[src/rtl/scalar_mem_pkg.sv]
// Shared types, constants and the round-robin pick function for the scalar
// data memory arbiter and the upcoming vector-bank arbiter.
package scalar_mem_pkg;

    localparam int ADDR_W  = 32;
    localparam int DATA_W  = 32;

    // Widest requester vector rr_pick handles; callers zero-extend narrower ones.
    localparam int MAX_REQ = 4;
    localparam int IDX_W   = $clog2(MAX_REQ);

    typedef enum logic [0:0] {
        IDLE   = 1'b0,
        LOCKED = 1'b1
    } arb_state_t;

    // Rotate valid so ptr lands at bit 0, isolate the lowest set bit, then
    // rotate the one-hot result back. Only the low n bits take part.
    function automatic logic [MAX_REQ-1:0] rr_pick(
        input logic [MAX_REQ-1:0] valid,
        input int unsigned        ptr,
        input int unsigned        n = MAX_REQ
    );
        logic [MAX_REQ-1:0] rot;
        logic [MAX_REQ-1:0] first;
        logic [IDX_W-1:0]   idx;
        rot     = '0;
        rr_pick = '0;
        for (int i = 0; i < MAX_REQ; i++) begin
            if (i < int'(n)) begin
                idx    = IDX_W'((ptr + i) % n);
                rot[i] = valid[idx];
            end
        end
        first = rot & (~rot + 1'b1);
        for (int i = 0; i < MAX_REQ; i++) begin
            if (i < int'(n)) begin
                idx          = IDX_W'((ptr + i) % n);
                rr_pick[idx] = first[i];
            end
        end
    endfunction

endpackage

[src/rtl/rr_priority_picker.sv]
// Combinational round-robin picker: first valid requester at or after ptr_i,
// wrapping modulo N. Returns a one-hot grant, or zero when nothing is valid.
module rr_priority_picker #(
    parameter int N     = 2,
    parameter int PTR_W = (N > 1) ? $clog2(N) : 1
) (
    input  logic [N-1:0]     valid_i,
    input  logic [PTR_W-1:0] ptr_i,
    output logic [N-1:0]     grant_o
);
    import scalar_mem_pkg::*;

    // Rotate / find-first / unrotate, narrowed back to N requesters.
    always_comb begin
        grant_o = N'(rr_pick(MAX_REQ'(valid_i), 32'(ptr_i), N));
    end

endmodule

[src/rtl/scalar_mem_arbiter.sv]
// Shares the single-port scalar data memory between the core MEM stage
// (requester 0) and the vector unit scalar port (requester 1). Round-robin
// grant with an optional bounded lock; read data returns one cycle after issue.
module scalar_mem_arbiter #(
    parameter int N_REQ    = 2,
    parameter int ADDR_W   = scalar_mem_pkg::ADDR_W,
    parameter int DATA_W   = scalar_mem_pkg::DATA_W,
    parameter int LOCK_MAX = 8
) (
    input  logic                    CLK,
    input  logic                    RST,
    input  logic [N_REQ-1:0]        REQ_VALID,
    input  logic [N_REQ-1:0]        REQ_WE,
    input  logic [N_REQ-1:0]        REQ_LOCK,
    input  logic [N_REQ*ADDR_W-1:0] REQ_ADDR,
    input  logic [N_REQ*DATA_W-1:0] REQ_WDATA,
    output logic [N_REQ-1:0]        REQ_READY,
    output logic [N_REQ-1:0]        RSP_VALID,
    output logic [DATA_W-1:0]       RSP_RDATA,
    output logic                    MEM_WE,
    output logic [ADDR_W-1:0]       MEM_A,
    output logic [DATA_W-1:0]       MEM_WD,
    input  logic [DATA_W-1:0]       MEM_RD
);
    import scalar_mem_pkg::*;

    localparam int PTR_W = (N_REQ > 1) ? $clog2(N_REQ) : 1;
    localparam int CNT_W = $clog2(LOCK_MAX + 1);

    typedef logic [PTR_W-1:0] ptr_t;

    arb_state_t          state_q, state_d;
    ptr_t                rr_ptr_q, rr_ptr_d;
    ptr_t                owner_q, owner_d;
    logic [CNT_W-1:0]    lock_cnt_q, lock_cnt_d;
    logic [N_REQ-1:0]    rsp_pend_q, rsp_pend_d;
    logic [ADDR_W-1:0]   mem_a_q, mem_a_d;
    logic [DATA_W-1:0]   mem_wd_q, mem_wd_d;

    logic [N_REQ-1:0]    rr_grant;
    logic [N_REQ-1:0]    grant;
    logic                grant_valid;
    ptr_t                g;

    // Successor of a requester index, wrapping at N_REQ.
    function automatic ptr_t ptr_inc(input ptr_t p);
        return (int'(p) == N_REQ - 1) ? '0 : ptr_t'(p + 1'b1);
    endfunction

    rr_priority_picker #(
        .N     (N_REQ),
        .PTR_W (PTR_W)
    ) u_picker (
        .valid_i (REQ_VALID),
        .ptr_i   (rr_ptr_q),
        .grant_o (rr_grant)
    );

    // Grant: round-robin when idle, owner-only when locked, nothing in reset.
    always_comb begin
        // NOTE: every variable gets a default before any branch so no path leaves it unassigned and no latch is inferred.
        grant = '0;
        g     = '0;
        if (!RST) begin
            if (state_q == IDLE) begin
                grant = rr_grant;
            end else begin
                grant = REQ_VALID & (N_REQ'(1) << owner_q);
            end
        end
        grant_valid = |grant;
        for (int i = 0; i < N_REQ; i++) begin
            if (grant[i]) begin
                g = ptr_t'(i);
            end
        end
    end

    // Memory drive: granted requester's address/data, otherwise hold the last mux value.
    always_comb begin
        mem_a_d  = mem_a_q;
        mem_wd_d = mem_wd_q;
        if (grant_valid) begin
            mem_a_d  = REQ_ADDR[int'(g)*ADDR_W +: ADDR_W];
            mem_wd_d = REQ_WDATA[int'(g)*DATA_W +: DATA_W];
        end
        MEM_WE = grant_valid & REQ_WE[g];
        MEM_A  = RST ? '0 : mem_a_d;
        MEM_WD = RST ? '0 : mem_wd_d;
    end

    // Lock FSM next state, pointer update and read-response tagging.
    always_comb begin
        state_d    = state_q;
        owner_d    = owner_q;
        lock_cnt_d = lock_cnt_q;
        rr_ptr_d   = rr_ptr_q;
        rsp_pend_d = grant & ~REQ_WE;
        if (grant_valid) begin
            case (state_q)
                IDLE: begin
                    if (REQ_LOCK[g]) begin
                        state_d    = LOCKED;
                        owner_d    = g;
                        lock_cnt_d = CNT_W'(1);
                    end else begin
                        rr_ptr_d = ptr_inc(g);
                    end
                end
                LOCKED: begin
                    if (!REQ_LOCK[g] || lock_cnt_q == CNT_W'(LOCK_MAX)) begin
                        state_d    = IDLE;
                        lock_cnt_d = '0;
                        rr_ptr_d   = ptr_inc(owner_q);
                    end else begin
                        lock_cnt_d = lock_cnt_q + 1'b1;
                    end
                end
                default: state_d = IDLE;
            endcase
        end
    end

    // Response outputs: pending pulse pairs with the memory's registered read data.
    always_comb begin
        REQ_READY = grant;
        RSP_VALID = RST ? '0 : rsp_pend_q;
        RSP_RDATA = MEM_RD;
    end

    // State registers with synchronous reset.
    always_ff @(posedge CLK) begin
        // NOTE: non-blocking assignments so every register samples pre-edge values, independent of statement order.
        if (RST) begin
            state_q    <= IDLE;
            rr_ptr_q   <= '0;
            owner_q    <= '0;
            lock_cnt_q <= '0;
            rsp_pend_q <= '0;
            mem_a_q    <= '0;
            mem_wd_q   <= '0;
        end else begin
            state_q    <= state_d;
            rr_ptr_q   <= rr_ptr_d;
            owner_q    <= owner_d;
            lock_cnt_q <= lock_cnt_d;
            rsp_pend_q <= rsp_pend_d;
            mem_a_q    <= mem_a_d;
            mem_wd_q   <= mem_wd_d;
        end
    end

endmodule

[config.mk]
export PLATFORM = sky130hd
export DESIGN_NAME = scalar_mem_arbiter
export DESIGN_NICKNAME = d
export VERILOG_FILES = /design/src/rtl/scalar_mem_pkg.sv /design/src/rtl/rr_priority_picker.sv /design/src/rtl/scalar_mem_arbiter.sv
export SDC_FILE = /design/constraint.sdc
export NUM_CORES = 1
export LEC_CHECK = 0
export BUFFER_PORTS_ARGS = -buffer_cell sky130_fd_sc_hd__buf_2
export CAP_MARGIN = 10
export CORE_MARGIN = 4
export CORE_UTILIZATION = 35
export CTS_BUF_LIST = sky130_fd_sc_hd__clkbuf_4
export CTS_CLUSTER_DIAMETER = 200
export DETAILED_ROUTE_END_ITERATION = 16
export GPL_TIMING_DRIVEN = 1
export PLACE_DENSITY = 0.79
export SYNTH_ARGS = -nofsm -noshare
export SYNTH_HDL_FRONTEND = slang
export SYNTH_SLANG_ARGS = --single-unit
[constraint.sdc]
create_clock -name CLK -period 3.2 [get_ports CLK]
set_input_delay 0.64 -clock CLK [delete_from_list [all_inputs] [get_ports CLK]]
set_output_delay 0.64 -clock CLK [all_outputs]
set_load 0.005 [all_outputs]
### Yosys cells after proc, flatten, opt, wreduce, memory -nomap -nowiden

Index checks and enable logic that the tools add are counted.

| operators by class | value |
|---|---|
| add/subtract/negate cells | 5 |
| $mul | 0 |
| divide/modulo/power cells | 0 |
| $lt $le $gt $ge | 5 |
| equality and inequality tests | 4 |
| shift-type cells | 3 |
| multiplexer cells | 32 |
| bitwise operators | 8 |
| reductions and logical operators | 8 |

Operators with widths:

| operator | number |
|---|---|
| two-way mux 32 bit | 4 |
| variable part select 64 x 7 -> 32 bit | 2 |
| two-way mux 1 bit | 17 |
| two-way mux 4 bit | 2 |
| one-hot mux 4 bit (2 select lines) | 1 |
| bitwise AND 2 bit | 3 |
| less-than comparator 1 x 3 -> 1 bit, second input constant | 2 |
| two-way mux 2 bit | 3 |
| AND reduction 3 bit | 2 |
| adder 4 x 1 -> 4 bit, second input constant | 1 |
| bitwise AND 4 x 2 -> 4 bit | 1 |
| bitwise mux 4 bit | 1 |
| == test 4 bit, second input constant | 1 |
| inequality test 2 x 1 -> 1 bit, second input constant | 2 |
| inverter 2 bit | 2 |
| one-hot mux 1 bit (2 select lines) | 2 |
| adder 1 bit, second input constant | 3 |
| adder 2 x 1 -> 2 bit, second input constant | 1 |
| demux 1 bit (select 1 bit) | 2 |
| greater-or-equal comparator 1 bit, second input constant | 2 |
| logical AND 1 bit | 2 |
| less-than comparator 1 x 2 -> 1 bit, second input constant | 1 |
| inequality test 2 bit, second input constant | 1 |
| AND reduction 2 bit | 1 |
| other kinds (6) | 6 |

| storage, ports and cells | value |
|---|---|
| bits in registers | 73 |
| latch bits | 0 |
| memory bits (writable) | 0 |
| ROM bits | 0 |
| input bits | 168 |
| output and inout bits | 101 |
| word-level logic and storage cells | 72 |
| memories kept | 0 |

### Longest topological paths before layout

Gate-level depths: netlist of run 1.

| logic depth | value |
|---|---|
| depth in word-level cells | 17 |
| depth in mapped cells | 8 |
| depth with buffers taken out | 6 |

### Cells and area by module

Synthesis of run 1 repeated with hierarchy kept, for this count alone.

| second synthesis, totals | value |
|---|---|
| cell total of the unflattened synthesis | 391 |
| area total of the unflattened synthesis | 3638.5 um^2 |

By module, submodules not included:

| module | instances | cells an instance | area an instance (um^2) | sequential area each (um^2) |
|---|---|---|---|---|
| scalar_mem_arbiter | 1 | 388 | 3619.7 | 1461.4 |
| rr_priority_picker | 1 | 3 | 18.8 | 0.0 |

### Worst setup path after synthesis of run 1

No wires, ideal clock.

| path | value |
|---|---|
| path type | input -> output |
| start | in RST |
| end | out MEM_A[0] |
| data arrival time | 1.910 ns |
| data required time | 2.560 ns |
| path slack | 0.650 ns |
| stages | 7 |
| path buffers | 4 |
| cell sequence | buf_4 -> nand2b_4 -> or3_1 -> buf_2 -> buf_6 -> buf_6 -> a211oi_2 |

| between the ends | value |
|---|---|
| longest elaborated chain between the ends | 5 |
| elaborated cells between the ends (all ways) | 6 |
| those cells by class | shift: 1; mux: 4; reduce/logical: 1 |

Ends and longest elaborated chain:

| what | RTL line | source |
|---|---|---|
| from (decl) | scalar_mem_arbiter.sv:11 | `input logic RST,` |
| two-way mux 2 bit | scalar_mem_arbiter.sv:64 | `if (!RST) begin` |
| two-way mux 1 bit | scalar_mem_arbiter.sv:73 | `if (grant[i]) begin` |
| variable part select 64 x 7 -> 32 bit | scalar_mem_arbiter.sv:84 | `mem_a_d = REQ_ADDR[int'(g)*ADDR_W +: ADDR_W];` |
| two-way mux 32 bit | scalar_mem_arbiter.sv:83 | `if (grant_valid) begin` |
| two-way mux 32 bit * | -- |  |
| to (decl) | scalar_mem_arbiter.sv:21 | `output logic [ADDR_W-1:0] MEM_A,` |

Mark *: on every way between the ends. The rest lies on a longest branch, timed or not.

### Worst setup path after layout of run 1

| path | value |
|---|---|
| start | reg state_q |
| end | out MEM_WD[21] |

| between the ends | value |
|---|---|
| longest elaborated chain between the ends | 6 |
| elaborated cells between the ends (all ways) | 7 |
| those cells by class | shift: 1; mux: 5; reduce/logical: 1 |

Ends and longest elaborated chain:

| what | RTL line | source |
|---|---|---|
| from (decl) | scalar_mem_arbiter.sv:32 | `arb_state_t state_q, state_d;` |
| from (signal assigned) | scalar_mem_arbiter.sv:143 | `state_q <= state_d;` |
| two-way mux 2 bit * | scalar_mem_arbiter.sv:65 | `if (state_q == IDLE) begin` |
| two-way mux 2 bit * | scalar_mem_arbiter.sv:64 |  |
| two-way mux 1 bit | scalar_mem_arbiter.sv:73 |  |
| variable part select 64 x 7 -> 32 bit | scalar_mem_arbiter.sv:85 | `mem_wd_d = REQ_WDATA[int'(g)*DATA_W +: DATA_W];` |
| two-way mux 32 bit * | scalar_mem_arbiter.sv:83 |  |
| two-way mux 32 bit * | -- |  |
| to (decl) | scalar_mem_arbiter.sv:22 | `output logic [DATA_W-1:0] MEM_WD,` |

Marked as above.

==> results.cfg, run 1 <==
[cts]
ctsHoldBuffers = 0
path_clk_slew_ns = 0.12
cts.sinks = 73
clockBufferDepth = 2
cts-root-buf = clkbuf_4
cts_tree = done
clock_latency_ns = 0.43
htreeDepth = 3
cts_made_buffers = 9

[timing]
fin_crit_ns = 2.95
period_share_pct = 92.3
hold_ws_ns = 0.366
rsz0062_at_grt = no
relSlewSlack_pct = 58.1
slew_violations = 0
tns_ns = 0
setup_viol = 0
worst_pin_slew_ns = 0.623
skew_ns = 0.0141
max_freq_mhz = 339
final-hold-violation-count = 0

[die]
die_w_um = 116
initial_core_util_pct = 35.6
core-area_um2 = 11400
die-height_um = 116
dieArea_um2 = 13400
rows = 39
ioPinCount = 269

[final_layout]
area_growth_pct = 25.9
layout_common_cells = 203 x buf_2, 72 x dfxtp_1, 69 x nor2_1, 68 x mux2i_1, 64 x a211oi_2
final_common_cell = buf_2
drive_above_1_share_pct = 53.8
n_fill_cell = 1096
diodes = 0
fin_nets = 725

[outcome]
status = completed

[yosys]
async_flop_share_pct = 0
ys_seq_elements = 73
syn_area_per_cell_um2 = 10.3
yosysUniqueCellTypes = 41
ys_seq_area_share_pct = 36.1
synthCells = 394
postSynthNetCount = 564
synth_area_um2 = 4050
synthFlopType = dfxtp_1
synth_edf_count = 0
ys_warn_count = 0

[global_routing]
grt_max_degree = 40
antenna_found_initial = 1
grt_pass1_vias = 3363
track_usage_pct = 14.8
grt-ovfl-total = 0
grt_pass1_wl_um = 15600

[hold_path]
min_from = REQ_WE[0]
hold_end = rsp_pend_q[0]$_SDFF_PP0_
worstHoldPathType = in2reg
holdPathStages = 2

[power]
leakage_nw = 2.61
pwr_density_cell_nw_per_um2 = 445
ir_drop_uv = 190

[setup_path]
ff2ff_setup_slack_ns = 1.29
crit_type = reg2out
rr_worst_depth = 5
end_kind = output port
worstReg2RegStart = state_q$_SDFFE_PP0N_
crit_start = state_q$_SDFFE_PP0N_
worstPathArrival_ns = 2.31
path_max_fanout = 39
r2r_end = owner_q$_SDFFE_PP0P_
start_kind = flop
required_ns = 2.56

[detailed_routing]
ant_nets = 0
drc = 0
drt_iter0_markers = 120
viasPerCell = 4.92
routed_wl_um = 10700
drt_pass1_iterations = 4
wl_per_cell_um = 15.2
num_vias = 3458

[place]
place_congestion = 0.814
hpwl_um = 8270
io_buffers = 204

[job]
maxCapViolCount = 0
==> cell usage after synthesis (2+ instances only) <==
master,instances,area (µm²)
a211oi_2,64,801
ha_1,2,25.0
nand2_1,5,18.8
inv_1,6,22.5
o31a_1,2,17.5
o21ai_1,4,20.0
o2111ai_1,2,17.5
mux2i_1,68,681
buf_6,9,101
nor2_1,69,259
nand3_1,2,10.0
nor2b_1,2,12.5
o211ai_1,4,30.0
clkbuf_1,13,48.8
or3_1,2,12.5
buf_4,34,255
buf_2,8,40.0
nand3b_1,2,15.0
nand2b_1,2,12.5
dfxtp_1,73,1460
==> report_power, final <==
| part | leakage (nW) | internal, mW | switching [mW] | total [mW] |
|---|---|---|---|---|
| Combinational | 1.93 | 0.293 | 0.302 | 0.595 |
| Clock | 0.0808 | 0.309 | 0.331 | 0.640 |
| Sequential | 0.602 | 1.00 | 0.0341 | 1.04 |
==> registers in the layout, indices dropped and copies added (netlist names) <==
name and flops:
mem_a_q 32, lock_cnt_q 4, mem_wd_q 32, rsp_pend_q 2, rr_ptr_q 1, owner_q 1, state_q 1
==> per-stage QoR <==
stage / cells / util (%) / setup slack, ns / area (µm²) / power, mW
floorplan: 394 / - / 0.650 / 4050 / 1.46
global placement: 687 / 43.5 / 0.423 / 4950 / 1.63
detailed placement: 687 / 43.5 / 0.341 / 4950 / 1.66
CTS: 703 / 44.9 / 0.00457 / 5100 / 2.32
global route: 703 / 44.9 / 0.0589 / 5100 / 2.41
finish: 703 / 44.9 / 0.247 / 5100 / 2.27
==> critical path, stage by stage, from the launching register on <==
cell      delay, ns
dfxtp_2        0.43
nor3b_4        0.32
or3_4          0.36
buf_12         0.26
nor2_1         0.09
a211oi_2       0.24
buf_2          0.16
==> area by class of cell <==
cell class / instances / area (µm²) / area share [%]
Multi-Input combinational cell: 250 / 2130 / 41.8
Inverter: 7 / 26.3 / 0.515
Sequential cell: 73 / 1460 / 28.7
Clock buffer: 9 / 67.6 / 1.32
Timing Repair Buffer: 214 / 1150 / 22.5
Clock inverter: 7 / 85.1 / 1.67
Tap cell: 143 / 179 / 3.51
==> logic make-up (layout without fill, tap and decap cells) <==
| family | Yosys count | in the layout | share of synthesized area, % |
|---|---|---|---|
| buffers and inverters | 71 | 237 | 11.6 |
| multiplexers | 68 | 68 | 16.8 |
| AO/OA/AOI/OAI | 86 | 86 | 24.1 |
| adder cells (fa/ha/maj) | 2 | 2 | 0.618 |
| AND/OR/NAND/NOR | 94 | 94 | 10.8 |
| flip-flops | 73 | 73 | 36.1 |
==> how the worst max path moves through the flow <==
stage,to,slack (ns),depth (start not counted)
after floorplan,MEM_A[0],0.65,7
after global placement,MEM_WD[18],0.42,7
after detailed placement,MEM_A[4],0.34,7
after CTS,MEM_A[4],0.005,6
after global routing,MEM_WD[7],0.06,6
final,MEM_WD[21],0.25,6
==> layer usage <==
layer / vias to the layer above / GRT usage [%] / share of wire [%]
li1: 1722 / - / -
met1: 1559 / 16.3 / 39
met2: 144 / 25.9 / 50
met3: 31 / 3.86 / 8.8
met4: 2 / 8.14 / 2.5
met5: - / 0 / 0.10
==> what timing repair did <==
item | in CTS | in global routing
hold endpoints to repair | 0 | 0
setup buffers | 0 | 0
endpoints found under the setup margin | 0 | 59
gates resized for setup | 0 | 1
Note: power is estimated with default switching activity, not from simulation.
==> run 2, diff against run 1 <==
- CORE_UTILIZATION: 35 -> 44
- PLACE_DENSITY: 0.79 -> default
- PLACE_DENSITY_LB_ADDON: default -> 0.2
- clock period: 3.2 -> 3.3 ns (I/O delays scaled with it)
==> run 2 against run 1 <==
Routed wire length down 0.93%. First-iteration DRC count up 11%. Critical endpoint is now MEM_A[15]. Sequential cell count unchanged. Critical path depth is the same. Critical path type unchanged. Clock power grew 11%. Clock skew decreased by 0.0024 ns. Highest routed layer unchanged.
==> results.cfg, run 2 (synthesis gave the netlist of run 1 again) <==
[place]
placed_cells = 651
place_congestion = 0.808
io_buffers = 204
post_dp_cell_area_um2 = 4910
hpwl_um = 8000

[cts]
clockBufferDepth = 2
cts_made_buffers = 9
cts_tree = done
path_clk_slew_ns = 0.12
clock_latency_ns = 0.40
htreeDepth = 3
cts.sinks = 73
cts-root-buf = clkbuf_4
post_cts_buffers = 0

[hold_path]
hold_end = rsp_pend_q[1]$_SDFF_PP0_
worstHoldPathType = in2reg
holdPathStages = 2
min_from = REQ_WE[1]

[timing]
slew_violations = 0
skew_ns = 0.0117
period_share_pct = 90.8
hold_ws_ns = 0.415
relSlewSlack_pct = 57.1
tns_ns = 0
max_freq_mhz = 334
rsz0062_at_grt = no
final-hold-violation-count = 0
worst_pin_slew_ns = 0.643
setup_viol = 0
fin_crit_ns = 3.00

[final_layout]
fin_cells = 667
top_regs = mem_a_q x32, mem_wd_q x32, lock_cnt_q x4
fin_nets = 724
fin_util_pct = 57.5
final_area_um2 = 5090
final_common_cell = buf_2
area_growth_pct = 25.7
layout_common_cells = 203 x buf_2, 72 x dfxtp_1, 69 x nor2_1, 68 x mux2i_1, 64 x a211oi_2
diodes = 0
drive_above_1_share_pct = 53.8

[die]
die-height_um = 104
dieArea_um2 = 10800
core-area_um2 = 8850
die_w_um = 104
rows = 34
initial_core_util_pct = 45.8
ioPinCount = 269

[setup_path]
end_kind = output port
worstReg2RegStart = state_q$_SDFFE_PP0N_
crit_family = flip-flops
crit_type = reg2out
critPathBufInv = 2
worst-path-stages = 6
r2r_end = rr_ptr_q$_SDFFE_PP0P_
start_kind = flop
rr_worst_depth = 5
ff2ff_setup_slack_ns = 1.39
cp_slowest_cell = dfxtp_2
worstPathArrival_ns = 2.34
cp_cell_sequence = nand3b_1, nand4_4, buf_12, mux2i_1, a211oi_2, buf_2
required_ns = 2.64
crit_start = state_q$_SDFFE_PP0N_
path_max_fanout = 37
max_stage_delay_ns = 0.52

[power]
leakage_nw = 2.63
pwr_density_cell_nw_per_um2 = 450
ir_drop_uv = 191

[global_routing]
grt_pass1_vias = 3408
grt_pass1_wl_um = 17000
antenna_found_initial = 1
grt_max_degree = 41
use_met2_pct = 31.4
grt-ovfl-total = 0
busiest_layer = met2
track_usage_pct = 19.0
gr-usage-met1_pct = 22.8
grtUsageMet3_pct = 7.26

[detailed_routing]
ant_nets = 0
num_vias = 3475
drt_iter0_markers = 133
drt_pass1_iterations = 4
routed_wl_um = 10600
drc = 0
wl_per_cell_um = 15.9
viasPerCell = 5.21

[job]
maxCapViolCount = 0

[outcome]
status = completed
-- run 2: metal layers --
layer | share of wire, % | vias to the layer above | wire length, µm
met1 | 41 | 1569 | 4300
met5 | 0.12 | - | 13
met2 | 48 | 166 | 5070
li1 | - | 1712 | -
met4 | 1.7 | 2 | 178
met3 | 9.5 | 26 | 1010
-- run 2: what timing repair did --
item	in CTS	in global routing
resized for setup	0	1
setup endpoints to repair	0	57
hold buffers	0	0
-- run 2: cell type report --
type / instances / area (µm²)
Tap cell: 108 / 135
Sequential cell: 73 / 1460
Fill cell: 800 / 3760
Clock buffer: 10 / 75.1
Clock inverter: 6 / 106
Timing Repair Buffer: 213 / 1150
Inverter: 7 / 26.3
Multi-Input combinational cell: 250 / 2130
-- run 2: power breakdown --
group          switching [mW]  internal, mW
clock                   0.321         0.389
sequential             0.0318         0.971
combinational           0.293         0.285
total                   0.645          1.65
-- run 2: per-stage QoR --
stage	worst slack [ns]	total power, mW
after floorplan	0.710	1.42
after detailed placement	0.338	1.61
final	0.305	2.29
after CTS	0.0981	2.32
after global placement	0.365	1.59
after global routing	0.0959	2.42
-- run 2: worst max-delay path by stage --
stage / endpoint / slack [ns]
after floorplan: MEM_A[0] / 0.71
final: MEM_A[15] / 0.30
after detailed placement: MEM_WD[13] / 0.34
after global routing: MEM_A[24] / 0.1
after global placement: MEM_WD[31] / 0.36
after CTS: MEM_WD[18] / 0.1
==> run 3, diff against run 2 <==
- CORE_UTILIZATION: 44 -> 40
==> run 3 against run 2 <==
Core utilization fell by 5.5 points. Non-clock buffer count rose by 2. Sequential share of layout area fell by 0.092 points. Final cell count rose by 3.9%. Hold slack improved by 0.0053 ns. Die area rose by 9.2%. Sequential power barely moved. Largest power group unchanged. Cell area rose by 0.32%. Highest routed layer is now met4. Combinational power rose by 1%. Via count fell by 0.69%.
==> results.cfg, run 3 (synthesis gave the netlist of run 1 again) <==
[outcome]
status = completed

[hold_path]
hold_end = rsp_pend_q[1]$_SDFF_PP0_
holdPathStages = 2
min_from = REQ_WE[1]
worstHoldPathType = in2reg

[setup_path]
crit_type = reg2out
cp_cell_sequence = nor3b_4, or3_4, buf_4, nor2_1, a211oi_2, buf_2
critPathBufInv = 2
r2r_end = mem_wd_q[21]$_DFF_P_
max_stage_delay_ns = 0.43
worstReg2RegStart = state_q$_SDFFE_PP0N_
worstPathArrival_ns = 2.41
end_kind = output port
start_kind = flop
crit_family = simple AND/OR/NAND/NOR gates
rr_worst_depth = 5
ff2ff_setup_slack_ns = 1.39
path_max_fanout = 24
cp_slowest_cell = dfxtp_2
required_ns = 2.64

[cts]
cts.sinks = 73
ctsHoldBuffers = 0
ctsResizeCount = 0
cts-root-buf = clkbuf_4
cts_tree = done
path_clk_slew_ns = 0.11
clock_latency_ns = 0.42
htreeDepth = 3
post_cts_buffers = 0
clockBufferDepth = 2
cts_made_buffers = 9

[detailed_routing]
viasPerCell = 4.98
drt_pass1_iterations = 5
ant_nets = 0
wl_met1_um = 4180
wl_per_cell_um = 16.1
highest-signal-layer = met4
drt_iter0_markers = 144
met2_length_um = 5630
routed_wl_um = 11200
num_vias = 3451
route.met3.wl_um = 958
drc = 0

[timing]
setup_viol = 0
slew_violations = 0
tns_ns = 0
period_share_pct = 92.9
worst_pin_slew_ns = 0.725
fin_crit_ns = 3.07
final-hold-violation-count = 0
rsz0062_at_grt = no
skew_ns = 0.0105
max_freq_mhz = 326
relSlewSlack_pct = 51.7

[global_routing]
antenna_found_initial = 0
track_usage_pct = 18.2
grt_pass1_wl_um = 16700
grt_pass1_vias = 3478
grt_max_degree = 46
grt-ovfl-total = 0

[final_layout]
diodes = 0
fin_nets = 726
final_common_cell = buf_2
fin_util_pct = 52.0
area_growth_pct = 26.1
n_fill_cell = 972
final_area_um2 = 5110
top_regs = mem_a_q x32, mem_wd_q x32, lock_cnt_q x4
layout_common_cells = 203 x buf_2, 72 x dfxtp_1, 69 x nor2_1, 68 x mux2i_1, 64 x a211oi_2
drive_above_1_share_pct = 53.9

[die]
rows = 36
initial_core_util_pct = 41.3
ioPinCount = 269
die_w_um = 109
dieArea_um2 = 11800
die-height_um = 109
core-area_um2 = 9820

[power]
total_power_mw = 2.22
ir_drop_uv = 246
pwr_density_cell_nw_per_um2 = 434
leakage_nw = 2.62

[place]
place_congestion = 0.797
hpwl_um = 8620
post_dp_cell_area_um2 = 4950
io_buffers = 204

[job]
maxCapViolCount = 0
==> run 3: cell types whose count changed in the layout (fill, tap and decap cells not counted), sizes merged <==
cell / previous run / this run
clkinvlp: 1 / 0
buf: 213 / 215
bufinv: 3 / 2
clkbuf: 10 / 11
==> run 3: worst max-delay path by stage <==
stage	slack, ns	startpoint	to	depth (start not counted)
finish	0.23	state_q$_SDFFE_PP0N_	MEM_WD[21]	6
global route	0.08	state_q$_SDFFE_PP0N_	MEM_WD[9]	6
global placement	0.38	REQ_VALID[0]	MEM_WD[25]	7
floorplan	0.71	RST	MEM_A[0]	7
CTS	0.01	state_q$_SDFFE_PP0N_	MEM_WD[9]	6
detailed placement	0.30	REQ_VALID[0]	MEM_WD[9]	7
==> run 3: cell type report <==
cell class / count / area [µm²] / area share [%]
clock buffers: 11 / 82.6 / 1.62
clock inverters: 4 / 68.8 / 1.35
inverters: 7 / 26.3 / 0.514
multi-input cells: 250 / 2130 / 41.7
flip-flops and latches: 73 / 1460 / 28.6
well taps: 133 / 166 / 3.26
repair buffers: 215 / 1170 / 22.9
==> run 3: report_power, final <==
group          internal [mW]  switching (mW)  leakage (nW)
combinational          0.287           0.298          1.94
sequential             0.971          0.0323         0.602
clock                  0.317           0.309        0.0844
total                   1.58           0.640          2.62
==> run 3: worst register-to-register path, stage by stage, from the launching register on <==
cell and delay, ns:
dfxtp_2 0.43, nor3b_4 0.34, or3_4 0.43, buf_4 0.29, nor2_1 0.07, a211oi_2 0.26
==> run 3: routing by layer <==
| metal | up-vias | GRT usage (%) |
|---|---|---|
| li1 | 1717 | - |
| met1 | 1555 | 19.8 |
| met2 | 148 | 32.3 |
| met3 | 31 | 4.44 |
| met4 | 0 | 10.2 |
| met5 | - | 0 |
==> run 3: per-stage QoR <==
stage / std cells / worst slack, ns / hold WS (ns)
6_report: 693 / 0.235 / 0.421
2_1_floorplan: 394 / 0.710 / 0.465
3_5_place_dp: 678 / 0.301 / 0.495
5_1_grt: 693 / 0.0765 / 0.406
3_3_place_gp: 678 / 0.380 / 0.482
4_1_cts: 693 / 0.00958 / 0.389
